File: src/rtl/imem_arb_pkg.sv
// Shared types and constants for the instruction-memory fetch arbiter.
//   owner_e     : response owner tag (fetch / debug)
//   arb_state_e : arbiter state
//   stage_t     : one response-pipeline stage {valid, owner, data}
package imem_arb_pkg;

  localparam int unsigned INSTR_W = 32;
  localparam int unsigned ADDR_W  = 32;

  typedef enum logic {
    OWN_F = 1'b0,
    OWN_D = 1'b1
  } owner_e;

  typedef enum logic {
    PRI_F   = 1'b0,
    FORCE_D = 1'b1
  } arb_state_e;

  typedef struct packed {
    logic               valid;
    owner_e             owner;
    logic [INSTR_W-1:0] data;
  } stage_t;

  // Drops a fetch-owned entry when a flush is active; debug entries pass through.
  function automatic stage_t flush_kill(input stage_t s, input logic flush_f);
    stage_t r;
    r = s;
    if (flush_f && (s.owner == OWN_F)) r.valid = 1'b0;
    return r;
  endfunction

endpackage

File: src/rtl/imem_fetch_arbiter_if.sv
// Bus bundle between fetch/debug requesters, the arbiter and InstructionMemory.
//   fetch_* : fetch-stage request, grant, flush and response
//   dbg_*   : debug-reader request, grant and response
//   mem_*   : InstructionMemory address out / instruction in
//   stat_*  : grant statistics, present only with IMEM_ARB_STATS_EN
// Modports: slave = arbiter view, master = requester/memory view.
interface imem_fetch_arbiter_if;
  import imem_arb_pkg::*;

  logic               fetch_req;
  logic [ADDR_W-1:0]  fetch_addr;
  logic               fetch_gnt;
  logic               fetch_flush;
  logic               fetch_valid;
  logic [INSTR_W-1:0] fetch_instr;
  logic               dbg_req;
  logic [ADDR_W-1:0]  dbg_addr;
  logic               dbg_gnt;
  logic               dbg_valid;
  logic [INSTR_W-1:0] dbg_instr;
  logic [ADDR_W-1:0]  mem_address;
  logic [INSTR_W-1:0] mem_instruction;
`ifdef IMEM_ARB_STATS_EN
  logic [31:0]        stat_fetch_grants;
  logic [31:0]        stat_dbg_grants;
  logic [15:0]        stat_force_count;
`endif

  modport slave (
    input  fetch_req, fetch_addr, fetch_flush, dbg_req, dbg_addr, mem_instruction,
`ifdef IMEM_ARB_STATS_EN
    output stat_fetch_grants, stat_dbg_grants, stat_force_count,
`endif
    output fetch_gnt, fetch_valid, fetch_instr, dbg_gnt, dbg_valid, dbg_instr, mem_address
  );

  modport master (
    output fetch_req, fetch_addr, fetch_flush, dbg_req, dbg_addr, mem_instruction,
`ifdef IMEM_ARB_STATS_EN
    input  stat_fetch_grants, stat_dbg_grants, stat_force_count,
`endif
    input  fetch_gnt, fetch_valid, fetch_instr, dbg_gnt, dbg_valid, dbg_instr, mem_address
  );

endinterface

File: src/rtl/imem_resp_pipe.sv
// Owner-tagged response shift pipeline, DEPTH stages, no backpressure.
//   clk, rst_n : clock, async active-low reset
//   in_stage   : entry captured into stage 0 at every edge (the grant-cycle read)
//   flush_f    : clears every fetch-owned stage, including the one presenting now
//   tail_c     : last stage, flush-gated (combinational)
module imem_resp_pipe
  import imem_arb_pkg::*;
#(
  parameter int unsigned DEPTH = 1
) (
  input  logic   clk,
  input  logic   rst_n,
  input  stage_t in_stage,
  input  logic   flush_f,
  output stage_t tail_c
);

  stage_t stg_q [DEPTH];

  // A new entry enters unflushed: a grant in a flush cycle carries the redirect.
  always_ff @(posedge clk or negedge rst_n) begin
    if (!rst_n) begin
      for (int unsigned i = 0; i < DEPTH; i++) stg_q[i] <= '0;
    end else begin
      stg_q[0] <= in_stage;
      for (int unsigned i = 1; i < DEPTH; i++) stg_q[i] <= flush_kill(stg_q[i-1], flush_f);
    end
  end

  assign tail_c = flush_kill(stg_q[DEPTH-1], flush_f);

endmodule

File: src/rtl/imem_fetch_arbiter.sv
// Arbitrates the single InstructionMemory read port between fetch (F, fixed
// priority) and debug (D, starvation-guarded), and returns each read through a
// READ_LATENCY-deep tagged pipeline with fetch-only flush.
//   clk, rst_n : clock, async active-low reset
//   bus        : imem_fetch_arbiter_if.slave (requests, grants, responses, memory)
// Optional: IMEM_ARB_STATS_EN adds saturating grant/force counters on bus.stat_*.
module imem_fetch_arbiter
  import imem_arb_pkg::*;
#(
  parameter int unsigned READ_LATENCY = 1,
  parameter int unsigned STARVE_LIMIT = 4
) (
  input logic                  clk,
  input logic                  rst_n,
  imem_fetch_arbiter_if.slave  bus
);

  localparam logic [3:0] LIMIT = 4'(STARVE_LIMIT);

  arb_state_e         state_q, state_d;
  logic [3:0]         cnt_q, cnt_d;
  logic               gnt_f, gnt_d;
  stage_t             in_stage, tail;
  logic               f_vld, d_vld;
  logic [INSTR_W-1:0] f_hold_q, d_hold_q;

  // Arbiter state and starvation counter.
  always_ff @(posedge clk or negedge rst_n) begin
    if (!rst_n) begin
      state_q <= PRI_F;
      cnt_q   <= '0;
    end else begin
      state_q <= state_d;
      cnt_q   <= cnt_d;
    end
  end

  // Next state: count F wins over a waiting D, force D once the limit is hit.
  always_comb begin
    state_d = state_q;
    cnt_d   = cnt_q;
    case (state_q)
      PRI_F: begin
        if (bus.fetch_req) begin
          if (bus.dbg_req) begin
            cnt_d = cnt_q + 4'd1;
            if (cnt_d == LIMIT) state_d = FORCE_D;
          end
        end else if (bus.dbg_req) begin
          cnt_d = '0;
        end
      end
      FORCE_D: begin
        state_d = PRI_F;
        cnt_d   = '0;
      end
      default: begin
        state_d = PRI_F;
        cnt_d   = '0;
      end
    endcase
  end

  // Grant and memory address decode.
  always_comb begin
    gnt_f = 1'b0;
    gnt_d = 1'b0;
    case (state_q)
      PRI_F: begin
        gnt_f = bus.fetch_req;
        gnt_d = !bus.fetch_req && bus.dbg_req;
      end
      FORCE_D: gnt_d = bus.dbg_req;
      default: ;
    endcase
  end

  assign bus.fetch_gnt   = gnt_f;
  assign bus.dbg_gnt     = gnt_d;
  assign bus.mem_address = gnt_f ? bus.fetch_addr :
                           gnt_d ? bus.dbg_addr   : '0;

  always_comb begin
    in_stage.valid = gnt_f || gnt_d;
    in_stage.owner = gnt_d ? OWN_D : OWN_F;
    in_stage.data  = bus.mem_instruction;
  end

  imem_resp_pipe #(.DEPTH(READ_LATENCY)) u_pipe (
    .clk      (clk),
    .rst_n    (rst_n),
    .in_stage (in_stage),
    .flush_f  (bus.fetch_flush),
    .tail_c   (tail)
  );

  assign f_vld = tail.valid && (tail.owner == OWN_F);
  assign d_vld = tail.valid && (tail.owner == OWN_D);

  // Last delivered word per owner, shown while that owner's valid is low.
  always_ff @(posedge clk or negedge rst_n) begin
    if (!rst_n) begin
      f_hold_q <= '0;
      d_hold_q <= '0;
    end else begin
      if (f_vld) f_hold_q <= tail.data;
      if (d_vld) d_hold_q <= tail.data;
    end
  end

  assign bus.fetch_valid = f_vld;
  assign bus.dbg_valid   = d_vld;
  assign bus.fetch_instr = f_vld ? tail.data : f_hold_q;
  assign bus.dbg_instr   = d_vld ? tail.data : d_hold_q;

`ifdef IMEM_ARB_STATS_EN
  logic [31:0] sfg_q, sdg_q;
  logic [15:0] sfc_q;

  // Saturating grant statistics.
  always_ff @(posedge clk or negedge rst_n) begin
    if (!rst_n) begin
      sfg_q <= '0;
      sdg_q <= '0;
      sfc_q <= '0;
    end else begin
      if (gnt_f && (sfg_q != '1)) sfg_q <= sfg_q + 32'd1;
      if (gnt_d && (sdg_q != '1)) sdg_q <= sdg_q + 32'd1;
      if (gnt_d && (state_q == FORCE_D) && (sfc_q != '1)) sfc_q <= sfc_q + 16'd1;
    end
  end

  assign bus.stat_fetch_grants = sfg_q;
  assign bus.stat_dbg_grants   = sdg_q;
  assign bus.stat_force_count  = sfc_q;
`endif

endmodule

File: src/flat_wrapper.sv
// flat-port wrapper written by rule: the top's interface ports become plain ports
module imem_fetch_arbiter_flat import imem_arb_pkg::*;
#(
  parameter int unsigned READ_LATENCY = 1,
  parameter int unsigned STARVE_LIMIT = 4
)
  (clk, rst_n, bus_fetch_req, bus_fetch_addr, bus_fetch_flush, bus_dbg_req, bus_dbg_addr, bus_mem_instruction, bus_fetch_gnt, bus_fetch_valid, bus_fetch_instr, bus_dbg_gnt, bus_dbg_valid, bus_dbg_instr, bus_mem_address);
  imem_fetch_arbiter_if bus_i ();
  input logic clk;
  input logic rst_n;
  input wire logic [$bits(bus_i.fetch_req)-1:0] bus_fetch_req;
  input wire logic [$bits(bus_i.fetch_addr)-1:0] bus_fetch_addr;
  input wire logic [$bits(bus_i.fetch_flush)-1:0] bus_fetch_flush;
  input wire logic [$bits(bus_i.dbg_req)-1:0] bus_dbg_req;
  input wire logic [$bits(bus_i.dbg_addr)-1:0] bus_dbg_addr;
  input wire logic [$bits(bus_i.mem_instruction)-1:0] bus_mem_instruction;
  output wire logic [$bits(bus_i.fetch_gnt)-1:0] bus_fetch_gnt;
  output wire logic [$bits(bus_i.fetch_valid)-1:0] bus_fetch_valid;
  output wire logic [$bits(bus_i.fetch_instr)-1:0] bus_fetch_instr;
  output wire logic [$bits(bus_i.dbg_gnt)-1:0] bus_dbg_gnt;
  output wire logic [$bits(bus_i.dbg_valid)-1:0] bus_dbg_valid;
  output wire logic [$bits(bus_i.dbg_instr)-1:0] bus_dbg_instr;
  output wire logic [$bits(bus_i.mem_address)-1:0] bus_mem_address;
  assign bus_i.fetch_req = bus_fetch_req;
  assign bus_i.fetch_addr = bus_fetch_addr;
  assign bus_i.fetch_flush = bus_fetch_flush;
  assign bus_i.dbg_req = bus_dbg_req;
  assign bus_i.dbg_addr = bus_dbg_addr;
  assign bus_i.mem_instruction = bus_mem_instruction;
  assign bus_fetch_gnt = bus_i.fetch_gnt;
  assign bus_fetch_valid = bus_i.fetch_valid;
  assign bus_fetch_instr = bus_i.fetch_instr;
  assign bus_dbg_gnt = bus_i.dbg_gnt;
  assign bus_dbg_valid = bus_i.dbg_valid;
  assign bus_dbg_instr = bus_i.dbg_instr;
  assign bus_mem_address = bus_i.mem_address;
  imem_fetch_arbiter #(.READ_LATENCY(READ_LATENCY), .STARVE_LIMIT(STARVE_LIMIT)) u_core (.clk(clk), .rst_n(rst_n), .bus(bus_i));
endmodule
File: config.mk
export PLATFORM = sky130hd
export DESIGN_NAME = imem_fetch_arbiter_flat
export DESIGN_NICKNAME = d
export VERILOG_FILES = /design/src/rtl/imem_arb_pkg.sv /design/src/rtl/imem_fetch_arbiter_if.sv /design/src/rtl/imem_resp_pipe.sv /design/src/rtl/imem_fetch_arbiter.sv /design/src/flat_wrapper.sv
export SDC_FILE = /design/constraint.sdc
export NUM_CORES = 1
export LEC_CHECK = 0
export CAP_MARGIN = 0
export CORE_AREA = 2 2 103 105
export DETAILED_ROUTE_END_ITERATION = 16
export DIE_AREA = 0 0 105 107
export GPL_TIMING_DRIVEN = 0
export PLACE_DENSITY = 0.84
export SYNTH_ARGS = -nofsm -noshare
export SYNTH_HDL_FRONTEND = slang
export SYNTH_HIERARCHICAL = 1
export SYNTH_SLANG_ARGS = --single-unit
File: constraint.sdc
create_clock -name clk -period 2.9 [get_ports clk]
set_input_delay 0.58 -clock clk [delete_from_list [all_inputs] [get_ports clk]]
set_output_delay 0.58 -clock clk [all_outputs]
set_load 0.03 [all_outputs]
## Yosys cells after proc, flatten, opt, wreduce, memory -nomap -nowiden

Index checks and enable logic that the tools add are counted.

| word-level totals | value |
|---|---|
| logic and storage cells | 34 |
| register bits | 103 |
| output and inout port bits | 100 |
| input bits | 101 |

| cells by class | value |
|---|---|
| multiplexer cells | 16 |
| add/subtract/negate cells | 1 |
| equal/unequal tests | 2 |
| bitwise gates (word level) | 2 |
| reduce and logical (&&, ||, !) cells | 6 |

Operators by type and width:

| operator | count |
|---|---|
| two-way mux 32 bit | 4 |
| two-way mux 4 bit | 3 |
| one-hot mux 4 bit (2 select lines) | 1 |
| two-way mux 1 bit | 6 |
| adder 4 x 1 -> 4 bit (second input constant) | 1 |
| == test 4 x 3 -> 1 bit (second input constant) | 1 |
| logical AND 1 bit | 4 |
| one-hot mux 1 bit (2 select lines) | 2 |
| inequality test 2 bit (second input constant) | 1 |
| inverter 1 bit | 2 |
| logical NOT 1 bit | 1 |
| logical OR 1 bit | 1 |

## Longest topological paths before layout

Gate-level depths: netlist of run 1.

| logic depth | value |
|---|---|
| word-level depth | 6 |
| gate-level depth with buffers | 6 |
| depth with buffers taken out | 4 |

## Modules after synthesis

The synthesis of run 1 kept the hierarchy.

By module, submodules not included:

| module | cells each | seq. area each (sq um) | times used | area each (sq um) |
|---|---|---|---|---|
| imem_fetch_arbiter | 273 | 1726.7 | 1 | 3304.4 |
| imem_resp_pipe | 69 | 850.8 | 1 | 1109.8 |

## Worst setup path after synthesis of run 1

No wires, ideal clock.

| timing path | value |
|---|---|
| path type | input to output |
| start | input bus_fetch_flush |
| end | output bus_fetch_instr[10] |
| data required time | 2.320 ns |
| slack | 0.786 ns |
| arrival | 1.534 ns |
| cell stages on the path | 5 |
| buffers on the path | 2 |
| cell sequence | a21boi_1 > nand2b_4 > buf_6 > buf_12 > mux2_4 |

| between the ends | value |
|---|---|
| word-level cells in the longest chain between the ends | 4 |

Ends and longest elaborated chain:

| element | RTL line | text |
|---|---|---|
| from (decl) | flat_wrapper.sv:13 | `input wire logic [$bits(bus_i.fetch_flush)-1:0] bus_fetch_flush;` |
| logical AND 1 bit | imem_arb_pkg.sv:30 | `if (flush_f && (s.owner == OWN_F)) r.valid = 1'b0;` |
| two-way mux 1 bit | imem_arb_pkg.sv:30 |  |
| logical AND 1 bit | imem_fetch_arbiter.sv:97 | `assign f_vld = tail.valid && (tail.owner == OWN_F);` |
| two-way mux 32 bit | - |  |
| to (decl) | flat_wrapper.sv:19 | `output wire logic [$bits(bus_i.fetch_instr)-1:0] bus_fetch_instr;` |

Every way passes these cells.

==> results by group, run 1 <==
STA
  – Setup-failing EPs final: 0
  – Final Max Tran Viols: 0
  – Slew at the pin with the worst max-slew slack: 0.400 ns
  – Fin worst setup slack: 0.0313 ns
  – Final worst-path cycle share: a little over nine tenths
  – Max-slew headroom: between 70% and 80%
  – Min Tclk post-route: 2.87 ns
  – Achievable Freq: between 300 and 400 MHz
  – Final hold vios: 0
  – Final Skew: 0.00512 ns
  – Setup repair after global routing missed its margin: true

Die
  – Initial Util: 43.7%
  – Die Ht: roughly 110 um
  – Die width: ~110 um
  – Die area: 0.0112 mm2
  – Row count: 37
  – Boundary pin count: 201
  – Core area: 0.0101 mm2

Global route
  – Pin count of the biggest net entering global routing: 77
  – Tot GR Track Use: 21.1%
  – Vias in the first global route: 3,494
  – Initial antenna violation count: 0
  – Global route overflow: 0
  – First-pass GRT wire length: 17,900 um

Power and ir drop
  – PwrDens: 593 mW/mm2
  – Peak VDD IR: 0.255 mV
  – Power, Total: just under 4000 uW
  – Leakage power: roughly 0.0033 uW

Detailed routing
  – Residual DRC: 0
  – Via Count: 3,233
  – Via/cell ratio: 4.66
  – DR WL met2: between 6000 and 7000 um
  – Final WL: 11,400 um
  – Initial DRT Pass Iterations: 4
  – Highest routed layer: met4
  – Metal-1 WL: roughly 4000 um
  – Detailed Route Iter0 Violations: 111
  – Met3 Wirelength: 846 um
  – Per-cell routed wire length: 16.4 um
  – Post-DRT Antenna Nets: 0

Clocking
  – Root Driver: clkbuf_8
  – CTS tree: yes
  – Bufs on Longest Clock Path: 2
  – Clk sinks: 103
  – Clk slew on worst S/H paths: 0.09 ns
  – H-tree levels: 3
  – TritonCTS buffer count: 9
  – Clk Latency, worst-skew pair: 0.35 ns
  – CTS Hold Bufs: 0

Logic synthesis
  – Yosys top cell by area: dfrtp_1
  – Post-synth EDFFs: 0
  – Simple-gate share of the synthesized area: 11.3%
  – Register area share after synthesis: 58.4%
  – Multiplexer share of the synthesized area: 19.3%
  – Top cells by area, synth: dfrtp_1 (58%), mux2_4 (9.9%), mux2_2 (9.2%)
  – XOR/XNOR share of the synthesized area: 0%
  – Synth cell count leaders: dfrtp_1 (103), nand2_1 (65), buf_4 (40)
  – Main combinational cell family by area after synthesis: multiplexers
  – Avg Inst Size Synth: roughly 13 um2
  – Most common cell in the netlist: dfrtp_1
  – #FFs+latches synth: between 100 and 150
  – Synth top area share: 58.4%
  – Synth Area in Compound Gates: 0.624%
  – Cells after synthesis: about 340
  – Main flop type after synthesis: dfrtp_1
  – Post-Syn Area: 0.00441 mm2
  – Async S/R FF share, synth: 100%
  – Post-synthesis adder-cell area fraction: 0.283%
  – Post-synth cell types: 24
  – Mapped Nets: ~440
  – YS warnings: 6

Finish
  – Final Util: 65.4%
  – Area Growth Syn to Fin: 49.5%
  – Layout cell share with drive strength beyond 1: 28.9%
  – Filler Cell Count: ~840
  – Total Nets Final: 656
  – Finished Layout Cells: 694
  – Inserted Diodes: 0

Run status
  – Status: complete, no violations

Setup path
  – CP required: roughly 2.3 ns
  – Startpoint Class: input port
  – Crit path DAT: 2.29 ns
  – Critical R2R Capture: u_core/f_hold_q[10]$_DFF_PN0_
  – Crit path max fanout: 10
  – Worst Setup Path Type: in -> out
  – CP endpoint kind: primary output
  – CP startpoint: bus_fetch_flush
  – R2R depth: 6
  – Delay of the slowest critical-path stage: roughly 0.43 ns
  – CP Cell Sequence: clkdlybuf4s50_1, a21boi_2, nand2_2, buf_6, mux2_2, dlygate4sd2_1
  – Reg-to-reg setup timing slack: 1.49 ns
  – Crit path to: bus_dbg_instr[5]
  – Worst flop-to-flop path startpoint: u_core/u_pipe/tail_c[32]$_DFF_PN0_
  – Crit-path slowest cell: clkdlybuf4s50_1

Min path
  – Hold Crit Class: in -> async

Place
  – Cell count after placement: 679
  – Dpl ws: -0.361 ns
  – # port buffers: 200
  – Hpwl dp: about 9100 um
  – Placer congestion estimate: between 0.9 and 1

Flow run
  – Max cap viols: 0
-- state kept, by name (all words and copies together) (netlist names) --
register and count:
u_core/u_pipe/tail_c 33, u_core/d_hold_q 32, u_core/f_hold_q 32, u_core/cnt_q 4
u_core/state_q 1, u_core/u_pipe/stg_q 1
-- per-layer routing --
layer,vias up,track usage (%)
met3,24,6.38
met5,-,0
li1,1513,-
met4,0,11.3
met1,1554,20.7
met2,142,39.5
-- worst max-delay path, delay by kind of cell --
| family | cells | cell delay, ns |
|---|---|---|
| multiplexers | 1 | 0.31 |
| AO/OA/AOI/OAI | 1 | 0.23 |
| AND/OR/NAND/NOR | 1 | 0.18 |
| buffers and inverters | 3 | 0.99 |
-- kinds of logic (layout without fill, tap and decap cells) --
kind of cell	Yosys count	in the layout
flip-flops	103	103
buffers and inverters	56	272
multiplexers	66	66
AND/OR/NAND/NOR	112	112
adder cells (fa/ha/maj)	1	1
AO/OA/AOI/OAI	4	4
-- worst min path at each step --
stage	to	from	slack, ns
after floorplan	u_core/cnt_q[0]$_DFFE_PN0P_	rst_n	0.28
after global placement	u_core/f_hold_q[21]$_DFF_PN0_	u_core/f_hold_q[21]$_DFF_PN0_	0.47
after detailed placement	u_core/f_hold_q[26]$_DFF_PN0_	u_core/f_hold_q[26]$_DFF_PN0_	0.48
after CTS	u_core/d_hold_q[26]$_DFF_PN0_	rst_n	0.12
after global routing	u_core/d_hold_q[26]$_DFF_PN0_	rst_n	0.13
final	u_core/d_hold_q[26]$_DFF_PN0_	rst_n	0.13
-- per-stage QoR --
step / hold WS (ns) / instance area (um2) / setup TNS [ns]
2_1_floorplan: 0.284 / 4410 / 0
3_3_place_gp: 0.474 / 6590 / -260.48
3_5_place_dp: 0.480 / 6610 / -23.41
4_1_cts: 0.118 / 6670 / 0
5_1_grt: 0.127 / 6600 / -0.359
6_report: 0.129 / 6600 / 0
-- cells in the final DEF (no fill, tap or decap) --
cell type	count
a21boi_2	1
a21oi_1	1
a22o_1	1
a31oi_1	1
and2_1	1
buf_12	3
buf_16	1
buf_2	4
buf_4	41
buf_6	4
bufinv_16	1
clkbuf_1	3
clkbuf_2	27
clkbuf_8	9
clkdlybuf4s15_1	18
clkdlybuf4s50_1	100
clkinv_2	1
dfrtp_1	103
dlygate4sd2_1	52
dlymetal6s2s_1	2
ha_1	1
inv_1	4
inv_4	1
inv_6	1
mux2_2	36
mux2_4	29
mux2i_1	1
nand2_1	65
nand2_2	1
nand2b_1	5
nand2b_4	1
nand3_1	35
nor2_1	2
nor4b_1	1
or3_1	1
-- where the power goes --
part / switching, uW / internal [uW]
clock network: 444 / 398
registers: 63.2 / 1640
logic: 789 / 581
total: 1300 / 2620
-- timing repair --
item | CTS | global route
pin swaps | 0 | 0
setup endpoints to repair | 97 | 66
resized for setup | 98 | 74
setup buffers | 0 | 0
-- final cells by class --
type | instances | area [um2] | share of cell area (%)
inverters | 5 | 21.3 | 0.322
multi-input cells | 183 | 1390 | 21.1
well taps | 136 | 170 | 2.58
clock buffers | 12 | 135 | 2.05
flip-flops and latches | 103 | 2580 | 39.1
clock inverters | 3 | 43.8 | 0.664
plain buffers | 51 | 425 | 6.45
repair buffers | 201 | 1830 | 27.8
Note: power is estimated with default switching activity, not from simulation.
==> inputs of run 2 (changes only) <==
--- a/config.mk
+++ b/config.mk
@@ -15,3 +15,4 @@
 export SYNTH_HDL_FRONTEND = slang
 export SYNTH_HIERARCHICAL = 1
 export SYNTH_SLANG_ARGS = --single-unit
+export TNS_END_PERCENT = 20
==> results of run 2 <==
Same layout as run 1: the final DEF is identical, and so are final timing and power.
==> edit 1, RTL diff (flow settings as in run 1) <==
`READ_LATENCY` is set to 1 in 2 places; all go to 2.
--- a/src/rtl/imem_fetch_arbiter.sv
+++ b/src/rtl/imem_fetch_arbiter.sv
@@ -8,5 +8,5 @@
   import imem_arb_pkg::*;
 #(
-  parameter int unsigned READ_LATENCY = 1,
+  parameter int unsigned READ_LATENCY = 2,
   parameter int unsigned STARVE_LIMIT = 4
 ) (
--- a/src/flat_wrapper.sv
+++ b/src/flat_wrapper.sv
@@ -2,5 +2,5 @@
 module imem_fetch_arbiter_flat import imem_arb_pkg::*;
 #(
-  parameter int unsigned READ_LATENCY = 1,
+  parameter int unsigned READ_LATENCY = 2,
   parameter int unsigned STARVE_LIMIT = 4
 )
Function: changed (Yosys sat finds a counterexample within 4 cycles, from zero or initial values and one cycle with rst_n low).
==> edit 1 against run 1 <==
- critical path type unchanged
- cell area grew 20%
- setup slack gained 0.033 ns
- utilization grew 13 points
- wire length grew 17%
- area after synthesis grew 20%
- total power grew 54%
- highest routed layer unchanged
- sequential cell count grew 34
- via count grew 11%
==> edit 1: results (changes against run 1) <==
number of fill cells in the layout 646 (was 837); vias in the first global route 3932 (was 3494); Reg clk slew, reported paths 0.06 ns (was 0.09 ns); Fin Clk Skew 0.00762 ns (was 0.00512 ns); DR pass1 iterations 6 (was 4); crit-path max FO 9 (was 10); hold buffer count at CTS 1 (was 0); first-iteration detailed-routing DRC count 166 (was 111); post-synthesis sequential area ratio 0.650 (was 0.584); Largest register FFs 35 (was 33); clk cell area share 0.0767 (was 0.0271); Compound-Gate Fraction of Synth Area 0.00664 (was 0.00624); HP Class flip-flop to flip-flop (was input port to async pin); Signal buffers 253 (was 252); status finished clean (unchanged); adder-cell area share of the yosys netlist 0.00237 (was 0.00283); first-pass GRT wire length 20300 um (was 17900 um); Total Routed Length 13300 um (was 11400 um); Leak Pwr 3.92 nW (was 3.26 nW); sequential cell area share 0.434 (was 0.391); Skew-Pair Late Insertion Delay 0.52 ns (was 0.35 ns); clock buffers 19 (was 12); top cells by area, synth dfrtp_1, mux2_4, mux2_2 (unchanged); mux cell area share after synthesis 0.161 (was 0.193); Gates resized, CTS repair 101 (was 98)
edit 1: cell types whose count changed after synthesis, sizes merged:
cell,delta
inv,+1
dfrtp,+34
a21boi,+1
edit 1: metrics by stage:
stage | std cells | cell area [um^2] | setup WS, ns | total power [mW]
after floorplan | 378 | 5280 | 0.786 | 3.27
after global placement | 714 | 7450 | -3.75 | 4.00
after detailed placement | 715 | 7480 | -0.402 | 4.06
after CTS | 747 | 7980 | 0.00179 | 6.10
after global routing | 747 | 7890 | -0.0115 | 6.25
final | 747 | 7890 | 0.0642 | 6.03
edit 1: per-layer routing:
| layer | track usage | vias up | share of wire |
|---|---|---|---|
| li1 | - | 1650 | - |
| met1 | 0.257 | 1748 | 0.36 |
| met2 | 0.433 | 158 | 0.53 |
| met3 | 0.0784 | 29 | 0.063 |
| met4 | 0.136 | 0 | 0.046 |
| met5 | 0 | - | 0 |
==> edit 2, RTL diff (settings of run 1) <==
Made on the original files. Put a register stage on the output `bus.dbg_instr`, without a reset. The value now appears one clock later.
--- a/src/rtl/imem_fetch_arbiter.sv
+++ b/src/rtl/imem_fetch_arbiter.sv
@@ -112,5 +112,7 @@
   assign bus.dbg_valid   = d_vld;
   assign bus.fetch_instr = f_vld ? tail.data : f_hold_q;
-  assign bus.dbg_instr   = d_vld ? tail.data : d_hold_q;
+  always_ff @(posedge clk) begin
+    bus.dbg_instr <= d_vld ? tail.data : d_hold_q;
+  end
 
 `ifdef IMEM_ARB_STATS_EN
Behaviour: not the same (Yosys sat finds a counterexample within 4 cycles, from zero or initial values and one cycle with rst_n low).
==> edit 2 against run 1 <==
- sequential cell count grew 32
- sequential share of layout area grew 2.3 points
- final cell count grew 7.1%
- area after synthesis grew 15%
- wire length grew 14%
- setup slack gained 0.0018 ns
- total power grew 51%
- utilization grew 12 points
- cell area grew 18%
==> edit 2: results (changes against run 1) <==
RR Endpoint u_core/d_hold_q[19]$_DFF_PN0_ (was u_core/f_hold_q[10]$_DFF_PN0_); VDD IR max 0.459 mV (was 0.255 mV); Post-Syn Nets 476 (was 444); sequential cell area share 0.413 (was 0.391); Cell variety after synth 25 (was 24); Layout Cells excl Fill 743 (was 694); status finished clean (unchanged); FF-to-FF Start u_core/u_pipe/stg_q[33]$_DFF_PN0_ (was u_core/u_pipe/tail_c[32]$_DFF_PN0_); via count 3528 (was 3233); TritonCTS Buffers 17 (was 9); number of clock sinks 135 (was 103); Reg clk slew, reported paths 0.06 ns (was 0.09 ns); top cells by area, synth dfrtp_1, dfxtp_1, mux2_4 (was dfrtp_1, mux2_4, mux2_2); placed insts 711 (was 679); R2R depth 5 (was 6); Signal buffers 253 (was 252); Fin Clk Skew 0.00834 ns (was 0.00512 ns); Routed wire per std cell 17.5 um (was 16.4 um); worst setup path endpoint bus_fetch_instr[20] (was bus_dbg_instr[5]); Compound-Gate Fraction of Synth Area 0.00545 (was 0.00624); largest net degree at the start of global routing 56 (was 77); clock buffers 22 (was 12); Slew Limit Headroom 0.568 (was 0.735); ratio of cells with drive above 1 in the final layout 0.252 (was 0.289); ys async rst share 0.763 (was 1.00); hpwl dp 9580 um (was 9150 um); Pint 4.29 mW (was 2.62 mW)
## edit 2: changes by cell type after synthesis
| cell | change |
|---|---|
| dfxtp_1 | +32 |
## edit 2: power groups by stage
stage	Clock (mW)	Combinational (mW)	Sequential, mW
3_5_place_dp	0	1.54	2.32
2_1_floorplan	0	0.654	2.50
3_3_place_gp	0	1.51	2.30
5_1_grt	2.28	1.54	2.32
4_1_cts	2.19	1.48	2.29
6_report	2.16	1.47	2.29
## edit 2: what timing repair did
action,4_1_cts,5_1_grt
buffers inserted,1,0
pin swaps,1,0
gates resized for setup,65,12
setup endpoints to repair,64,10
## edit 2: metrics by stage
step	hold slack, ns	utilization
after floorplan	0.284	-
after global placement	0.469	0.716
after detailed placement	0.476	0.719
after CTS	0.111	0.772
after global routing	0.142	0.772
final	0.104	0.772
## edit 2: layer usage
layer,wire (um),share of wire,vias up,track usage
met1,4740,0.36,1704,0.248
met3,1010,0.077,19,0.0900
met5,0,0,-,0
met2,6900,0.53,165,0.440
met4,371,0.028,0,0.101
li1,-,-,1640,-
